[config.mk]
export PLATFORM = sky130hd
export DESIGN_NAME = uart_rx
export DESIGN_NICKNAME = d
export VERILOG_FILES = /design/src/rtl/uart_rx.sv
export SDC_FILE = /design/constraint.sdc
export NUM_CORES = 1
export LEC_CHECK = 0
export ABC_CLOCK_PERIOD_IN_PS = 2800
export CORE_MARGIN = 2
export CORE_UTILIZATION = 30
export DETAILED_ROUTE_END_ITERATION = 7
export GPL_TIMING_DRIVEN = 0
export MAX_ROUTING_LAYER = met4
export PLACE_DENSITY = 0.52
export SLEW_MARGIN = 20
export SYNTH_ARGS = -nofsm -noshare
export SYNTH_HDL_FRONTEND = slang
export SYNTH_SLANG_ARGS = --single-unit
[constraint.sdc]
create_clock -name clk -period 2.8 [get_ports clk]
set_clock_uncertainty 0.1 [all_clocks]
set_input_delay 0.7 -clock clk [delete_from_list [all_inputs] [get_ports clk]]
set_output_delay 0.7 -clock clk [all_outputs]
set_load 0.02 [all_outputs]
[src/rtl/uart_rx.sv]
// uart_rx -- 8N1 serial receiver with a one-entry holding register.
//
// The rx line is synchronized by two flops; every decision uses the synchronized
// copy (rx_s). A start bit is confirmed at its midpoint. Each data bit and the
// stop bit are then sampled one bit period apart, so every sample lands near the
// centre of its bit. A good byte moves into the holding register (rx_data /
// rx_valid). The consumer empties that register with a valid/ready handshake.
// Reception never waits for the consumer. If a byte completes while the register
// is still full, the byte is dropped and the sticky overrun flag is set.
//
// Ports:
//   clk        system clock, rising edge
//   reset      synchronous, active-high reset
//   rx         asynchronous serial input, idle high, LSB first
//   rx_data    received byte, stable while rx_valid=1
//   rx_valid   holding register full
//   rx_ready   consumer takes the byte on an edge where rx_valid=1 and rx_ready=1
//   frame_err  one-cycle pulse after a stop bit sampled low
//   overrun    sticky: a good byte was dropped; cleared only by reset
//   busy       receiver is in any state other than IDLE
module uart_rx #(
  parameter int CLKS_PER_BIT = 5208
) (
  input  logic       clk,
  input  logic       reset,
  input  logic       rx,
  output logic [7:0] rx_data,
  output logic       rx_valid,
  input  logic       rx_ready,
  output logic       frame_err,
  output logic       overrun,
  output logic       busy
);

  localparam int CNT_W = $clog2(CLKS_PER_BIT);
  localparam logic [CNT_W-1:0] HALF_LAST = CNT_W'(CLKS_PER_BIT / 2 - 1);
  localparam logic [CNT_W-1:0] BIT_LAST  = CNT_W'(CLKS_PER_BIT - 1);

  typedef enum logic [2:0] {
    S_IDLE,
    S_START,
    S_DATA,
    S_STOP,
    S_WAIT_HIGH
  } state_t;

  state_t           state_reg, state_next;
  logic [CNT_W-1:0] cnt_reg, cnt_next;
  logic [2:0]       bit_idx_reg, bit_idx_next;
  logic [7:0]       shift_reg, shift_next;
  logic             rx_meta_reg, rx_s_reg;
  logic [7:0]       rx_data_reg;
  logic             rx_valid_reg;
  logic             frame_err_reg;
  logic             overrun_reg;

  // Strobes decoded from the state/counter in the output process.
  logic bit_sample;
  logic stop_good;
  logic stop_bad;
  logic load;
  logic drop;

  // The synchronizer resets to the idle line level, so leaving reset
  // cannot look like a start bit.
  always_ff @(posedge clk) begin
    if (reset) begin
      rx_meta_reg <= 1'b1;
      rx_s_reg    <= 1'b1;
    end else begin
      rx_meta_reg <= rx;
      rx_s_reg    <= rx_meta_reg;
    end
  end

  // FSM: state register.
  always_ff @(posedge clk) begin
    if (reset) begin
      state_reg <= S_IDLE;
    end else begin
      state_reg <= state_next;
    end
  end

  // FSM: next-state logic.
  always_comb begin
    state_next = state_reg;
    case (state_reg)
      S_IDLE: begin
        if (!rx_s_reg) state_next = S_START;
      end
      S_START: begin
        // A start bit that is high again at its midpoint is only a glitch.
        if (cnt_reg == HALF_LAST) state_next = rx_s_reg ? S_IDLE : S_DATA;
      end
      S_DATA: begin
        if (cnt_reg == BIT_LAST && bit_idx_reg == 3'd7) state_next = S_STOP;
      end
      S_STOP: begin
        if (cnt_reg == BIT_LAST) state_next = rx_s_reg ? S_IDLE : S_WAIT_HIGH;
      end
      S_WAIT_HIGH: begin
        // A break (line held low) must end before the next start is looked for.
        if (rx_s_reg) state_next = S_IDLE;
      end
      default: state_next = S_IDLE;
    endcase
  end

  // FSM: outputs and strobes.
  always_comb begin
    busy       = (state_reg != S_IDLE);
    bit_sample = (state_reg == S_DATA) && (cnt_reg == BIT_LAST);
    stop_good  = (state_reg == S_STOP) && (cnt_reg == BIT_LAST) && rx_s_reg;
    stop_bad   = (state_reg == S_STOP) && (cnt_reg == BIT_LAST) && !rx_s_reg;
  end

  // The bit counter restarts on every state change. Inside DATA it also wraps
  // at each sample point. It stays at zero while waiting in IDLE or WAIT_HIGH.
  always_comb begin
    cnt_next = '0;
    if (state_next == state_reg) begin
      if (state_reg == S_START || state_reg == S_DATA || state_reg == S_STOP) begin
        cnt_next = (cnt_reg == BIT_LAST) ? '0 : cnt_reg + CNT_W'(1);
      end
    end
  end

  always_comb begin
    bit_idx_next = bit_idx_reg;
    if (state_reg == S_START) begin
      bit_idx_next = 3'd0;
    end else if (bit_sample) begin
      bit_idx_next = bit_idx_reg + 3'd1;
    end
  end

  // Each data bit has its own capture mux, selected by the bit index.
  for (genvar gi = 0; gi < 8; gi++) begin : g_bits
    assign shift_next[gi] = (bit_sample && bit_idx_reg == 3'(gi)) ? rx_s_reg : shift_reg[gi];
  end

  always_ff @(posedge clk) begin
    if (reset) begin
      cnt_reg     <= '0;
      bit_idx_reg <= 3'd0;
      shift_reg   <= 8'h00;
    end else begin
      cnt_reg     <= cnt_next;
      bit_idx_reg <= bit_idx_next;
      shift_reg   <= shift_next;
    end
  end

  // A register that is being emptied on this edge counts as free. This lets a
  // new byte load on the same edge as a consume without an overrun.
  assign load = stop_good && (!rx_valid_reg || rx_ready);
  assign drop = stop_good && rx_valid_reg && !rx_ready;

  always_ff @(posedge clk) begin
    if (reset) begin
      rx_data_reg   <= 8'h00;
      rx_valid_reg  <= 1'b0;
      frame_err_reg <= 1'b0;
      overrun_reg   <= 1'b0;
    end else begin
      if (load) begin
        rx_data_reg  <= shift_reg;
        rx_valid_reg <= 1'b1;
      end else if (rx_valid_reg && rx_ready) begin
        rx_valid_reg <= 1'b0;
      end
      if (drop) overrun_reg <= 1'b1;
      frame_err_reg <= stop_bad;
    end
  end

  assign rx_data   = rx_data_reg;
  assign rx_valid  = rx_valid_reg;
  assign frame_err = frame_err_reg;
  assign overrun   = overrun_reg;

endmodule
Word level (Yosys, flattened, before mapping)
Cells that the tools add are included.

operators by class
  reductions and logical operators = 29
  equality and inequality tests = 14
  bitwise operators = 2
  mux-type cells = 10
  $add $sub $neg = 2

operators by type and width
  kind                                                                number
  3-bit two-way mux                                                   6
  1-bit logical AND                                                   17
  3-bit == test (second input constant)                               5
  3-bit case mux with 5 select lines                                  1
  13-bit by 1-bit adder with 13-bit output (second input constant)    1
  13-bit by 12-bit == test with 1-bit output (second input constant)  1
  13-bit == test (second input constant)                              1
  3-bit by 2-bit == test with 1-bit output (second input constant)    4
  3-bit by 1-bit == test with 1-bit output (second input constant)    2
  3-bit logical NOT                                                   2
  4-bit OR reduction                                                  1
  3-bit by 1-bit adder with 3-bit output (second input constant)      1
  3-bit == test                                                       1
  1-bit logical NOT                                                   3
  1-bit logical OR                                                    3
  3-bit nonzero test                                                  1
  1-bit two-way mux                                                   2
  2-bit two-way mux                                                   1
  1-bit NOT                                                           2
  2-bit nonzero test                                                  1
  2-bit OR reduction                                                  1

storage, ports and cells
  output and inout bits = 12
  bits of input ports = 4
  logic and storage cells = 74
  bits in registers = 40

Logic depth before layout (Yosys ltp)
  depth in word-level cells = 7
  mapped depth = 6

Least setup slack after synthesis
Ideal clock, no wire load.

  path type = reg2reg
  start = reg cnt_reg[5]
  end = reg rx_data_reg[0], in the netlist rx_data[0]
  required time = 2.628 ns
  arrival time = 1.877 ns
  buffers on the path = 1
  clock period less this slack = 2.049 ns
  stages on the path, launching flop included = 6
  slack = 0.751 ns
  cells stage by stage = dfxtp_1 > or4b_1 > nor3_4 > and4_1 > buf_4 > mux2i_1

between the ends
  longest elaborated chain between the ends = 4

RTL lines
  what                             line  source
  start, declared                  48    logic [CNT_W-1:0] cnt_reg, cnt_next;
  start signal, assigned           149   cnt_reg <= cnt_next;
  13-bit == test                   114   stop_good = (state_reg == S_STOP) && (cnt_reg == BIT_LAST) && rx_s_reg;
  1-bit logical AND (2 in series)  114
  1-bit logical AND                157   assign load = stop_good && (!rx_valid_reg || rx_ready);
  end signal, assigned             168   rx_data_reg <= shift_reg;
  end, declared                    52    logic [7:0] rx_data_reg;

No other way between the ends.
A chain may end at the register's enable or synchronous reset.

Worst setup path after layout
  start = reg state_reg[2]
  end = out busy

between the ends
  longest elaborated chain between the ends = 1

RTL lines
  what                    line  source
  start, declared         47    state_t state_reg, state_next;
  start signal, assigned  81    state_reg <= state_next;
  3-bit nonzero test      112   busy = (state_reg != S_IDLE);
  end, declared           32    output logic busy

No other way between the ends.

==> results.ini <==
[clocking]
htree_levels=2
cts_setup_buffers=0
clock_latency_ns=0.29
cts_buffer_depth=2
path_clk_slew_ns=0.08
clock-sinks=40
cts-root-buf=clkbuf_8
cts.hold.buffers_added=0
numCtsBuffers=5
cts_tree=built
cts_resized=0

[flow_run]
maxCapViolations=0

[detailed_routing]
num_vias=1371
drc_errors=0
wire_per_inst_um=11.43
drtAntennaViolNets=0
wl_um=3316
viasPerCell=4.728
drt_iter0_drc=28
drtPass1Iterations=4

[place]
place_hpwl_um=2439
portBuffers=15
placedInstanceArea_um2=2113
gp_congestion=0.8493
dp.cells=282

[critical_path]
start_kind=flip-flop
end_kind=output port
crit_buf_inv=1
worstPathRequired_ns=2.00
slowest_stage=clkdlybuf4s50_1
slowest_delay_ns=0.55
crit_chain=or3_1, clkdlybuf4s50_1
cp-startpoint=state_reg[2]$_SDFF_PP0_
crit_type=flip-flop to output port
reg2reg_from=cnt_reg[6]$_SDFF_PP0_
crit_family=buffers and inverters
worstPathMaxFanout=7
critPathArrivalTime_ns=1.62

[cells_and_area]
final_cell_mix=dfxtp_1, nand2b_1, nor2_1
layout.nets=225
largest_register_ffs=13
stdcell_count=290
regArea_um2=800.8
drive_gt1_frac=0.1209
fin_area_um2=2240
diodes=0
final_common_cell=dfxtp_1
fill_cells=644
synthToLayoutAreaGrowth_pct=19.81
multi_input_area_um2=1006

[sta]
fmax_mhz=412.7
relSlewSlack=0.5877
post-route-period-util=0.8655
worst_slew_pin_slew_ns=0.6171
hold_viol_final=0
rsz0062_at_grt=false
setup_tns_ns=0
slew_violations=0
setup_viol=0
period_minus_slack_ns=2.423

[die]
initial_utilization=0.3139
die-area_um2=6878
die_y_um=82.94
die_w_um=82.94
num_rows=28
pin_count=16
core-area_um2=5956

[power]
vdd_drop_max_mv=0.2159
p_per_area_nw_per_um2=499.5
power.leakage_nw=0.7865
finalPower_w=0.001119

[synthesis]
netlist.area_leader.share=0.4284
synth_ff_type=dfxtp_1
postSynthCellCount=192
yosys.area.top_type=dfxtp_1
synth_fp_nets=203
synth.cell_area_um2=1869
synth_area_leaders=dfxtp_1, mux2i_1, nand2b_1
yosys_warnings=0
ys_seq_elements=40
syn_avg_cell_area_um2=9.736
synthArstFlopShare=0
synth_edf_count=0
ys_seq_area_frac=0.4284
synth_cell_types=43

[global_routing]
gr-total-overflow=0
grt_max_degree=13
antenna_found_initial=0
grt_pass1_vias=1226
grt_usage=0.1044
grt_pass1_wl_um=5727

[hold_path]
holdCritPathClass=flip-flop to flip-flop
hold_start=rx_meta_reg$_SDFF_PP1_

[status]
status=completed

## final timing paths
path / end / slack [ns] / depth (start not counted)
hold / removal: rx_s_reg$_SDFF_PP1_ / 0.31 / 1
hold reg to reg: rx_s_reg$_SDFF_PP1_ / 0.31 / 1
setup reg to reg: rx_data[5]$_SDFFE_PP0P_ / 0.53 / 5
setup / recovery: busy / 0.38 / 2
## per-layer routing
metal | wire length [µm] | track usage | part of all wire
met1 | 1641 | 0.1280 | 0.49
met2 | 1499 | 0.1576 | 0.45
met3 | 109 | 0.03380 | 0.033
met4 | 65 | 0.04471 | 0.020
met5 | 0 | - | 0
## cells by family (layout without fill, tap and decap cells)
group / Yosys count / in the layout / synth area share
compound gates: 18 / 18 / 0.06627
simple gates: 87 / 87 / 0.2979
mux: 15 / 15 / 0.08032
buf+inv: 15 / 38 / 0.03347
flops: 40 / 40 / 0.4284
xor+xnor: 10 / 10 / 0.04685
fa+ha+maj: 7 / 7 / 0.04685
## area by class of cell
class / instances / area share
inverter: 8 / 0.01341
multi-input combinational: 137 / 0.4492
clock buffer: 7 / 0.04302
tap: 75 / 0.04190
timing repair buffer: 15 / 0.06704
buffer: 7 / 0.01453
clock inverter: 1 / 0.01341
sequential: 40 / 0.3575
## synth_stat cells, types with 4 or more instances
| cell | n |
|---|---|
| xor2_1 | 5 |
| xnor2_1 | 5 |
| a21oi_1 | 5 |
| inv_1 | 8 |
| nand2b_1 | 19 |
| clkbuf_1 | 4 |
| nand3_1 | 13 |
| nor2_1 | 18 |
| ha_1 | 7 |
| or2_2 | 5 |
| dfxtp_1 | 40 |
| mux2i_1 | 15 |
## stage by stage
stage,hold WS (ns),utilization,setup slack [ns]
finish,0.3133,0.3761,0.3767
global route,0.3287,0.3761,0.3310
CTS,0.3150,0.3761,0.3651
detailed placement,0.2956,0.3548,0.3986
global placement,0.2948,0.3548,0.3889
floorplan,0.2895,-,0.7514
## power breakdown
group / total [W] / internal [W] / switching [W]
registers: 0.000573 / 0.000571 / 0.00000190
logic: 0.0000312 / 0.0000156 / 0.0000156
clock network: 0.000515 / 0.000315 / 0.000200
Note: power is estimated with default switching activity, not from simulation.
